--- src/rtl/mem_port_arbiter.sv ---
// Arbitrates a single-port synchronous-read memory between a CPU port and a DMA port.
// Optional build macro ARB_LOCK_EN adds cpu_lock to keep ownership with the CPU.
module mem_port_arbiter #(
   parameter int ADDR_W   = 5,
   parameter int DATA_W   = 8,
   parameter int MAX_WAIT = 4
) (
   input  logic              clk,
   input  logic              rst_n,
   input  logic              cpu_req,
   input  logic              cpu_wr,
   input  logic [ADDR_W-1:0] cpu_addr,
   input  logic [DATA_W-1:0] cpu_wdata,
   output logic              cpu_gnt,
   output logic              cpu_rvalid,
   output logic [DATA_W-1:0] cpu_rdata,
   input  logic              dma_req,
   input  logic              dma_wr,
   input  logic [ADDR_W-1:0] dma_addr,
   input  logic [DATA_W-1:0] dma_wdata,
   output logic              dma_gnt,
   output logic              dma_rvalid,
   output logic [DATA_W-1:0] dma_rdata,
`ifdef ARB_LOCK_EN
   input  logic              cpu_lock,
`endif
   output logic [ADDR_W-1:0] mem_addr,
   output logic [DATA_W-1:0] mem_wdata,
   output logic              mem_rd,
   output logic              mem_wr,
   input  logic [DATA_W-1:0] mem_rdata,
   output logic              busy
);

   localparam logic [3:0] LP_MAX_WAIT = 4'(MAX_WAIT);

   typedef enum logic [1:0] {S_IDLE, S_ACCESS, S_RESP} state_t;

   state_t            r_state;
   state_t            w_state_nxt;
   logic              r_owner_dma;
   logic              r_wr;
   logic [ADDR_W-1:0] r_addr;
   logic [DATA_W-1:0] r_wdata;
   logic [3:0]        r_wait_cnt;
   logic              w_lock;
   logic              w_dma_win;
   logic              w_cpu_win;

   always_comb begin
      w_lock = 1'b0;
`ifdef ARB_LOCK_EN
      w_lock = cpu_lock && !r_owner_dma;
`endif
      w_dma_win   = (r_state == S_IDLE) && dma_req && !w_lock &&
                    (!cpu_req || (r_wait_cnt == LP_MAX_WAIT));
      w_cpu_win   = (r_state == S_IDLE) && cpu_req && !w_dma_win;
      w_state_nxt = r_state;
      case (r_state)
         S_IDLE:   if (w_dma_win || w_cpu_win) w_state_nxt = S_ACCESS;
         S_ACCESS: w_state_nxt = r_wr ? S_IDLE : S_RESP;
         S_RESP:   w_state_nxt = S_IDLE;
         default:  w_state_nxt = S_IDLE;
      endcase
   end

   always_ff @(posedge clk or negedge rst_n) begin
      if (!rst_n) begin
         r_state     <= S_IDLE;
         r_owner_dma <= 1'b0;
         r_wr        <= 1'b0;
         r_addr      <= '0;
         r_wdata     <= '0;
         r_wait_cnt  <= '0;
      end else begin
         r_state <= w_state_nxt;
         if (w_dma_win || w_cpu_win) begin
            r_owner_dma <= w_dma_win;
            r_wr        <= w_dma_win ? dma_wr    : cpu_wr;
            r_addr      <= w_dma_win ? dma_addr  : cpu_addr;
            r_wdata     <= w_dma_win ? dma_wdata : cpu_wdata;
         end
         // Starvation count only advances when the DMA actually lost a contested decision.
         if (w_dma_win)
            r_wait_cnt <= '0;
         else if (w_cpu_win && dma_req && (r_wait_cnt != LP_MAX_WAIT))
            r_wait_cnt <= r_wait_cnt + 4'd1;
      end
   end

   always_comb begin
      cpu_gnt    = (r_state == S_ACCESS) && !r_owner_dma;
      dma_gnt    = (r_state == S_ACCESS) &&  r_owner_dma;
      cpu_rvalid = (r_state == S_RESP)   && !r_owner_dma;
      dma_rvalid = (r_state == S_RESP)   &&  r_owner_dma;
      cpu_rdata  = cpu_rvalid ? mem_rdata : '0;
      dma_rdata  = dma_rvalid ? mem_rdata : '0;
      mem_addr   = (r_state == S_ACCESS) ? r_addr  : '0;
      mem_wdata  = (r_state == S_ACCESS) ? r_wdata : '0;
      mem_rd     = (r_state == S_ACCESS) && !r_wr;
      mem_wr     = (r_state == S_ACCESS) &&  r_wr;
      busy       = (r_state != S_IDLE);
   end

endmodule
--- config.mk ---
export PLATFORM = sky130hd
export DESIGN_NAME = mem_port_arbiter
export DESIGN_NICKNAME = d
export VERILOG_FILES = /design/src/rtl/mem_port_arbiter.sv
export SDC_FILE = /design/constraint.sdc
export NUM_CORES = 1
export LEC_CHECK = 0
export ABC_AREA = 1
export CAP_MARGIN = 20
export CORE_MARGIN = 10
export CORE_UTILIZATION = 35
export DETAILED_ROUTE_END_ITERATION = 7
export HOLD_SLACK_MARGIN = 0.02
export PLACE_DENSITY = 0.78
export RECOVER_POWER = 100
export SLEW_MARGIN = 10
export SYNTH_ARGS = -nofsm -noshare
export SYNTH_HDL_FRONTEND = slang
export SYNTH_SLANG_ARGS = --single-unit
--- constraint.sdc ---
create_clock -name clk -period 1.2 [get_ports clk]
set_input_delay 0.36 -clock clk [delete_from_list [all_inputs] [get_ports clk]]
set_output_delay 0.36 -clock clk [all_outputs]
set_load 0.03 [all_outputs]
Word level (Yosys, flattened, before mapping)
Index checks and enable logic that the tools add are counted. Widths: inputs -> output; s select.

Output and inout port bits: 36. Flip-flop bits (word level): 21. Logic and storage cells: 45. Input bits: 40.

Mux-type cells: 12. Equality and inequality tests: 5. Reduce and logical (&&, ||, !) cells: 21. Add/subtract/negate cells: 1.

Operator list (number): $mux 8 (4); $logic_and 1x1->1 (12); $mux 5 (2); $mux 4 (2); $add 4x1->4 const B (1); $eq 4x3->1 const B (1); $logic_not 1->1 (4); $mux 2 (2); $ne 4x3->1 const B (1); $pmux 2 s2 (1); $reduce_bool 2->1 (2); $eq 2x1->1 const B (1); $eq 2x2->1 const B (1); $logic_not 2->1 (1); $logic_or 1x1->1 (2); $ne 2x1->1 const B (1); $mux 1 (1).

Logic depth before layout (Yosys ltp)
Gate-level depths: netlist of the first run.

Depth after elaboration: 9. Gate-level depth with buffers: 9. Gate-level depth less buffers: 8.

Worst setup path after synthesis of the first run
Ideal clock, no wire load.

Path kind: register to output. From: register r_state[0]. To: output cpu_rdata[0]. Buffers on the path: 0. Slack: -1.078 ns. Stages on the path, launching flop included: 4. Data arrival time: 1.918 ns. Data required time: 0.840 ns. Cell sequence: dfrtp_1 -> nor3_1 -> inv_1 -> nor2_1.

Cells in the longest elaborated chain, start to end: 3.

RTL lines: from (decl) (RTL line 39) `state_t r_state;`; from (signal assigned) (RTL line 76) `r_state <= w_state_nxt;`; $eq 2x2->1 (RTL line 94) `cpu_rvalid = (r_state == S_RESP) && !r_owner_dma;`; $logic_and 1x1->1 (RTL line 94); via cpu_rvalid (RTL line 15) `output logic cpu_rvalid,`; $mux 8 (RTL line 96) `cpu_rdata = cpu_rvalid ? mem_rdata : '0;`; to (decl) (RTL line 16) `output logic [DATA_W-1:0] cpu_rdata,`.

The timed path passes the listed nets, and every way through them passes these cells.

Final worst setup path of the first run
From: register r_state[0]. To: output dma_rdata[7].

Cells in the longest elaborated chain, start to end: 3.

RTL lines: $eq 2x2->1 (RTL line 95) `dma_rvalid = (r_state == S_RESP) && r_owner_dma;`; $logic_and 1x1->1 (RTL line 95); $mux 8 (RTL line 97) `dma_rdata = dma_rvalid ? mem_rdata : '0;`; to (decl) (RTL line 23) `output logic [DATA_W-1:0] dma_rdata,`.

No other way between the ends.

==> qor.csv, run 1 <==
stage,metric,value,unit
clocking,number of hold buffers added after CTS,0,
setup_path,Critical Path Fanout Max,8,
timing,Final Hold Fails,0,
final_layout,proportion of layout cells with a drive suffix above 1,41.6,%
yosys,total nets after synthesis,250,
die,starting density of the core,36.6,%
final_layout,nets,358,
yosys,Post-synth EDFFs,0,
global_route,global-route met2 utilization,26.8,%
clocking,worst skew pair latency,260,ps
yosys,Synth Register Bits,21,
final_layout,area added between synthesis and finish,110,%
setup_path,kind of critical path,register to primary output,
global_route,wire length of the first global-routing pass,8150,um
global_route,overall global routing resource usage,15.0,%
placement,weighted congestion at the end of routability-driven global placement,0.809,
route,average wire length per cell after detail routing,15.8,um
route,DRC violations left,0,
die,Std-Cell Core Area,3720,sq um
timing,final setup fails,55,
yosys,top-area cell type share of the netlist area,38.6,%
clocking,maximum level of the CTS H-tree,1,
placement,number of port buffers,75,
setup_path,kind of end point of the critical path,primary output,
yosys,most instantiated library cell after synthesis,sky130_fd_sc_hd__nand2_1,
yosys,proportion of register bits with asynchronous set or reset after synthesis,100,%
clocking,TritonCTS clock tree,built,
setup_path,Required @ worst endpoint,840,ps
power,relative contribution of combinational cells to total power,72.6,%
status,violated checks,setup timing,
global_route,maximum number of pins on one net before global-route repair,22,
min_path,Tightest Hold Check Type,register to register,
setup_path,FF-to-FF Start,r_state[0],
global_route,initial antenna violation count,0,
clocking,maximum clock path buffer count,2,
die,full die area,6780,sq um
global_route,remaining global-route overflow,0,
run,max-cap viol count,0,
power,clock power share,7.2,%
clocking,Inserted Clock Buffers,3,
yosys,count of yosys warnings during synthesis,0,
power,Final Power,6.54,mW
route,total length of routed wires,5740,um
die,Vert. Die Dim,82.4,um
route,Iteration-0 DRC Markers,49,
power,switching portion of total power,48.6,%
setup_path,reg-to-reg critical path endpoint,r_wr,
yosys,most used flip-flop cell after synthesis,sky130_fd_sc_hd__dfrtp_1,
route,average via count per standard cell,4.80,
status,status,"complete, but fails checks",
yosys,sequential cell area fraction in the yosys report,38.6,%
final_layout,Antenna Cells,0,
clocking,clock tree root driver cell,sky130_fd_sc_hd__clkbuf_8,
yosys,ranking of synthesized cells by instance count,"sky130_fd_sc_hd__nand2_1 (52), sky130_fd_sc_hd__inv_1 (47), sky130_fd_sc_hd__nor2_1 (35)",
timing,Max transition margin,63.8,%
global_route,met3 usage in global routing,4.64,%
global_route,number of global-route vias before repair,1729,
setup_path,startpoint kind of the worst setup timing path,register,
min_path,hold path startpoint,r_addr[4],
die,Row Count,22,
setup_path,worst-case reg-to-reg path depth,9,
timing,highest clock rate,0.576,GHz
route,first-pass iteration count of the detailed router,5,
min_path,hold-critical path endpoint,r_addr[4],
timing,max-slew violations,0,
final_layout,# fillers,261,
setup_path,critical path arrival,1380,ps
yosys,count of mapped cells out of synthesis,208,
yosys,mean cell area of the mapped netlist,6.54,sq um
clocking,clock transition at the register clock pins on the worst setup and hold paths after CTS,80,ps
setup_path,slack of the worst reg-to-reg path,-270,ps
placement,HPWL Detailed,3600,um
timing,setup repair after global routing missed its margin,true,
global_route,met1 routing resource usage after global routing,17.0,%
yosys,post-synth design cell area,1360,sq um
power,power density relative to cell area,2280,nW/um^2
route,vias post-DR,1744,
die,chip width,82.4,um
min_path,cell depth of the worst min-delay path,2,
timing,Final Cycle Share,145,%
die,number of top-level design ports,76,
placement,setup slack after placement,-350,ps
yosys,most area-hungry cell type in the Yosys netlist,sky130_fd_sc_hd__dfrtp_1,
yosys,Netlist cell types,18,
power,sequential group share of total power,20.2,%
timing,worst slew pin tran,544,ps
timing,worst-case setup margin in the final layout,-535,ps
route,remaining antenna violation count,0,
power,switching power,3.18,mW
power,Max rail drop VDD,0.00148,V
power,internal power,3.36,mW
yosys,top area cells in the synthesized netlist,"sky130_fd_sc_hd__dfrtp_1 (39%), sky130_fd_sc_hd__nand2_1 (14%), sky130_fd_sc_hd__inv_1 (13%), sky130_fd_sc_hd__nor2_1 (9.7%), sky130_fd_sc_hd__nand3b_1 (7.7%)",
timing,final worst clock skew,4.58,ps
clocking,number of clock sinks,21,
power,leakage power,1.42,nW
timing,minimum period implied by the final worst setup slack,1740,ps
global_route,grt peak-use layer,met2,
cells by family after synthesis:
kind of cell / after synthesis / synth area share (%)
DFF: 21 / 38.6
adders and majority gates: 2 / 1.84
buffers and inverters: 55 / 16.6
and+or+nand+nor: 110 / 35.6
AOI/OAI and AO/OA: 20 / 7.35
state kept, by name, indices dropped and copies added (netlist names):
register,count
r_addr,5
r_owner_dma,1
r_state,2
r_wait_cnt,4
r_wdata,8
r_wr,1
per-layer routing:
layer / vias to the layer above / share of wire, % / routed length, um
li1: 835 / - / -
met1: 812 / 37 / 2130
met2: 85 / 50 / 2850
met3: 12 / 11 / 634
met4: 0 / 2.2 / 125
met5: - / 0 / 0
power groups by stage:
| stage | clock network (mW) | registers [mW] | logic [mW] |
|---|---|---|---|
| after floorplan | 0 | 1.26 | 2.16 |
| after global placement | 0 | 1.30 | 3.56 |
| after detailed placement | 0 | 1.31 | 3.62 |
| after CTS | 0.463 | 1.30 | 4.16 |
| after global routing | 0.494 | 1.35 | 5.11 |
| final | 0.473 | 1.32 | 4.75 |
how the worst max path moves through the flow:
stage / from / slack [ps] / endpoint / cells after the start
6_report: r_state[0] / -540 / dma_rdata[7] / 4
5_1_grt: r_state[1] / -570 / cpu_rdata[2] / 5
4_1_cts: r_state[0] / -520 / dma_rdata[6] / 4
3_5_place_dp: mem_rdata[1] / -350 / dma_rdata[1] / 4
3_3_place_gp: mem_rdata[1] / -340 / dma_rdata[1] / 4
2_1_floorplan: r_state[0] / -500 / cpu_rdata[0] / 3
stage by stage:
stage                     TNS, ps  hold slack, ps  cell area (sq um)  utilization [%]  instances
after floorplan            -14270            64.4               1520                -        208
after global placement     -15720             462               2380             64.0        345
after detailed placement   -16260             465               2380             64.0        345
after CTS                  -20270             443               2660             71.5        356
after global routing       -24130             498               2870             77.1        363
final                      -20790             486               2870             77.1        363
timing repair:
| action | in CTS | in global routing |
|---|---|---|
| cloned | 3 | 2 |
| setup endpoints to repair | 55 | 55 |
| buffers inserted | 6 | 7 |
| pin swaps | 7 | 17 |
| resized for setup | 44 | 49 |
critical path: stages (launching register included):
cell                      delay, ps
sky130_fd_sc_hd__dfrtp_2        470
sky130_fd_sc_hd__nor3_4         250
sky130_fd_sc_hd__inv_4          130
sky130_fd_sc_hd__nor2_2         130
sky130_fd_sc_hd__buf_6          140
area by class of cell:
| cell class | count | area (sq um) | area share, % |
|---|---|---|---|
| clock buffer | 4 | 45.0 | 1.57 |
| inverter | 48 | 193 | 6.72 |
| multi-input combinational | 135 | 950 | 33.1 |
| sequential | 21 | 527 | 18.4 |
| tap | 48 | 60.1 | 2.10 |
| timing repair buffer | 107 | 1090 | 38.1 |
cells in the final DEF (no fill, tap or decap):
cell / netlist / layout
sky130_fd_sc_hd__nand2_2: 0 / 3
sky130_fd_sc_hd__nor3_4: 0 / 2
sky130_fd_sc_hd__inv_2: 1 / 5
sky130_fd_sc_hd__ha_4: 0 / 1
sky130_fd_sc_hd__dlygate4sd3_1: 0 / 1
sky130_fd_sc_hd__clkdlybuf4s50_1: 0 / 37
sky130_fd_sc_hd__inv_1: 47 / 40
sky130_fd_sc_hd__nor3_1: 3 / 1
sky130_fd_sc_hd__nand2_8: 0 / 5
sky130_fd_sc_hd__clkbuf_8: 0 / 3
sky130_fd_sc_hd__nand3b_1: 14 / 14
sky130_fd_sc_hd__clkbuf_2: 1 / 1
sky130_fd_sc_hd__inv_4: 0 / 2
sky130_fd_sc_hd__dfrtp_1: 21 / 20
sky130_fd_sc_hd__dfrtp_2: 0 / 1
sky130_fd_sc_hd__buf_6: 1 / 32
sky130_fd_sc_hd__nor2_2: 1 / 5
sky130_fd_sc_hd__o21ai_2: 0 / 14
sky130_fd_sc_hd__nand2_4: 1 / 2
sky130_fd_sc_hd__buf_16: 0 / 1
sky130_fd_sc_hd__inv_8: 0 / 1
sky130_fd_sc_hd__o21ai_1: 6 / 5
sky130_fd_sc_hd__nand3_1: 4 / 1
sky130_fd_sc_hd__nor2_4: 0 / 16
sky130_fd_sc_hd__nand3_2: 0 / 3
sky130_fd_sc_hd__buf_4: 2 / 30
sky130_fd_sc_hd__buf_12: 0 / 4
sky130_fd_sc_hd__a21oi_1: 1 / 1
sky130_fd_sc_hd__nand2_1: 52 / 46
sky130_fd_sc_hd__dlymetal6s2s_1: 0 / 1
sky130_fd_sc_hd__nor2_1: 35 / 15
sky130_fd_sc_hd__ha_1: 2 / 1
sky130_fd_sc_hd__clkbuf_1: 0 / 1
Note: power is estimated with default switching activity, not from simulation.
==> run 2, diff against run 1 <==
HOLD_SLACK_MARGIN = 0.12   (was 0.02)
==> results of run 2 <==
The final DEF is identical to that of run 1; final timing and power are the same.
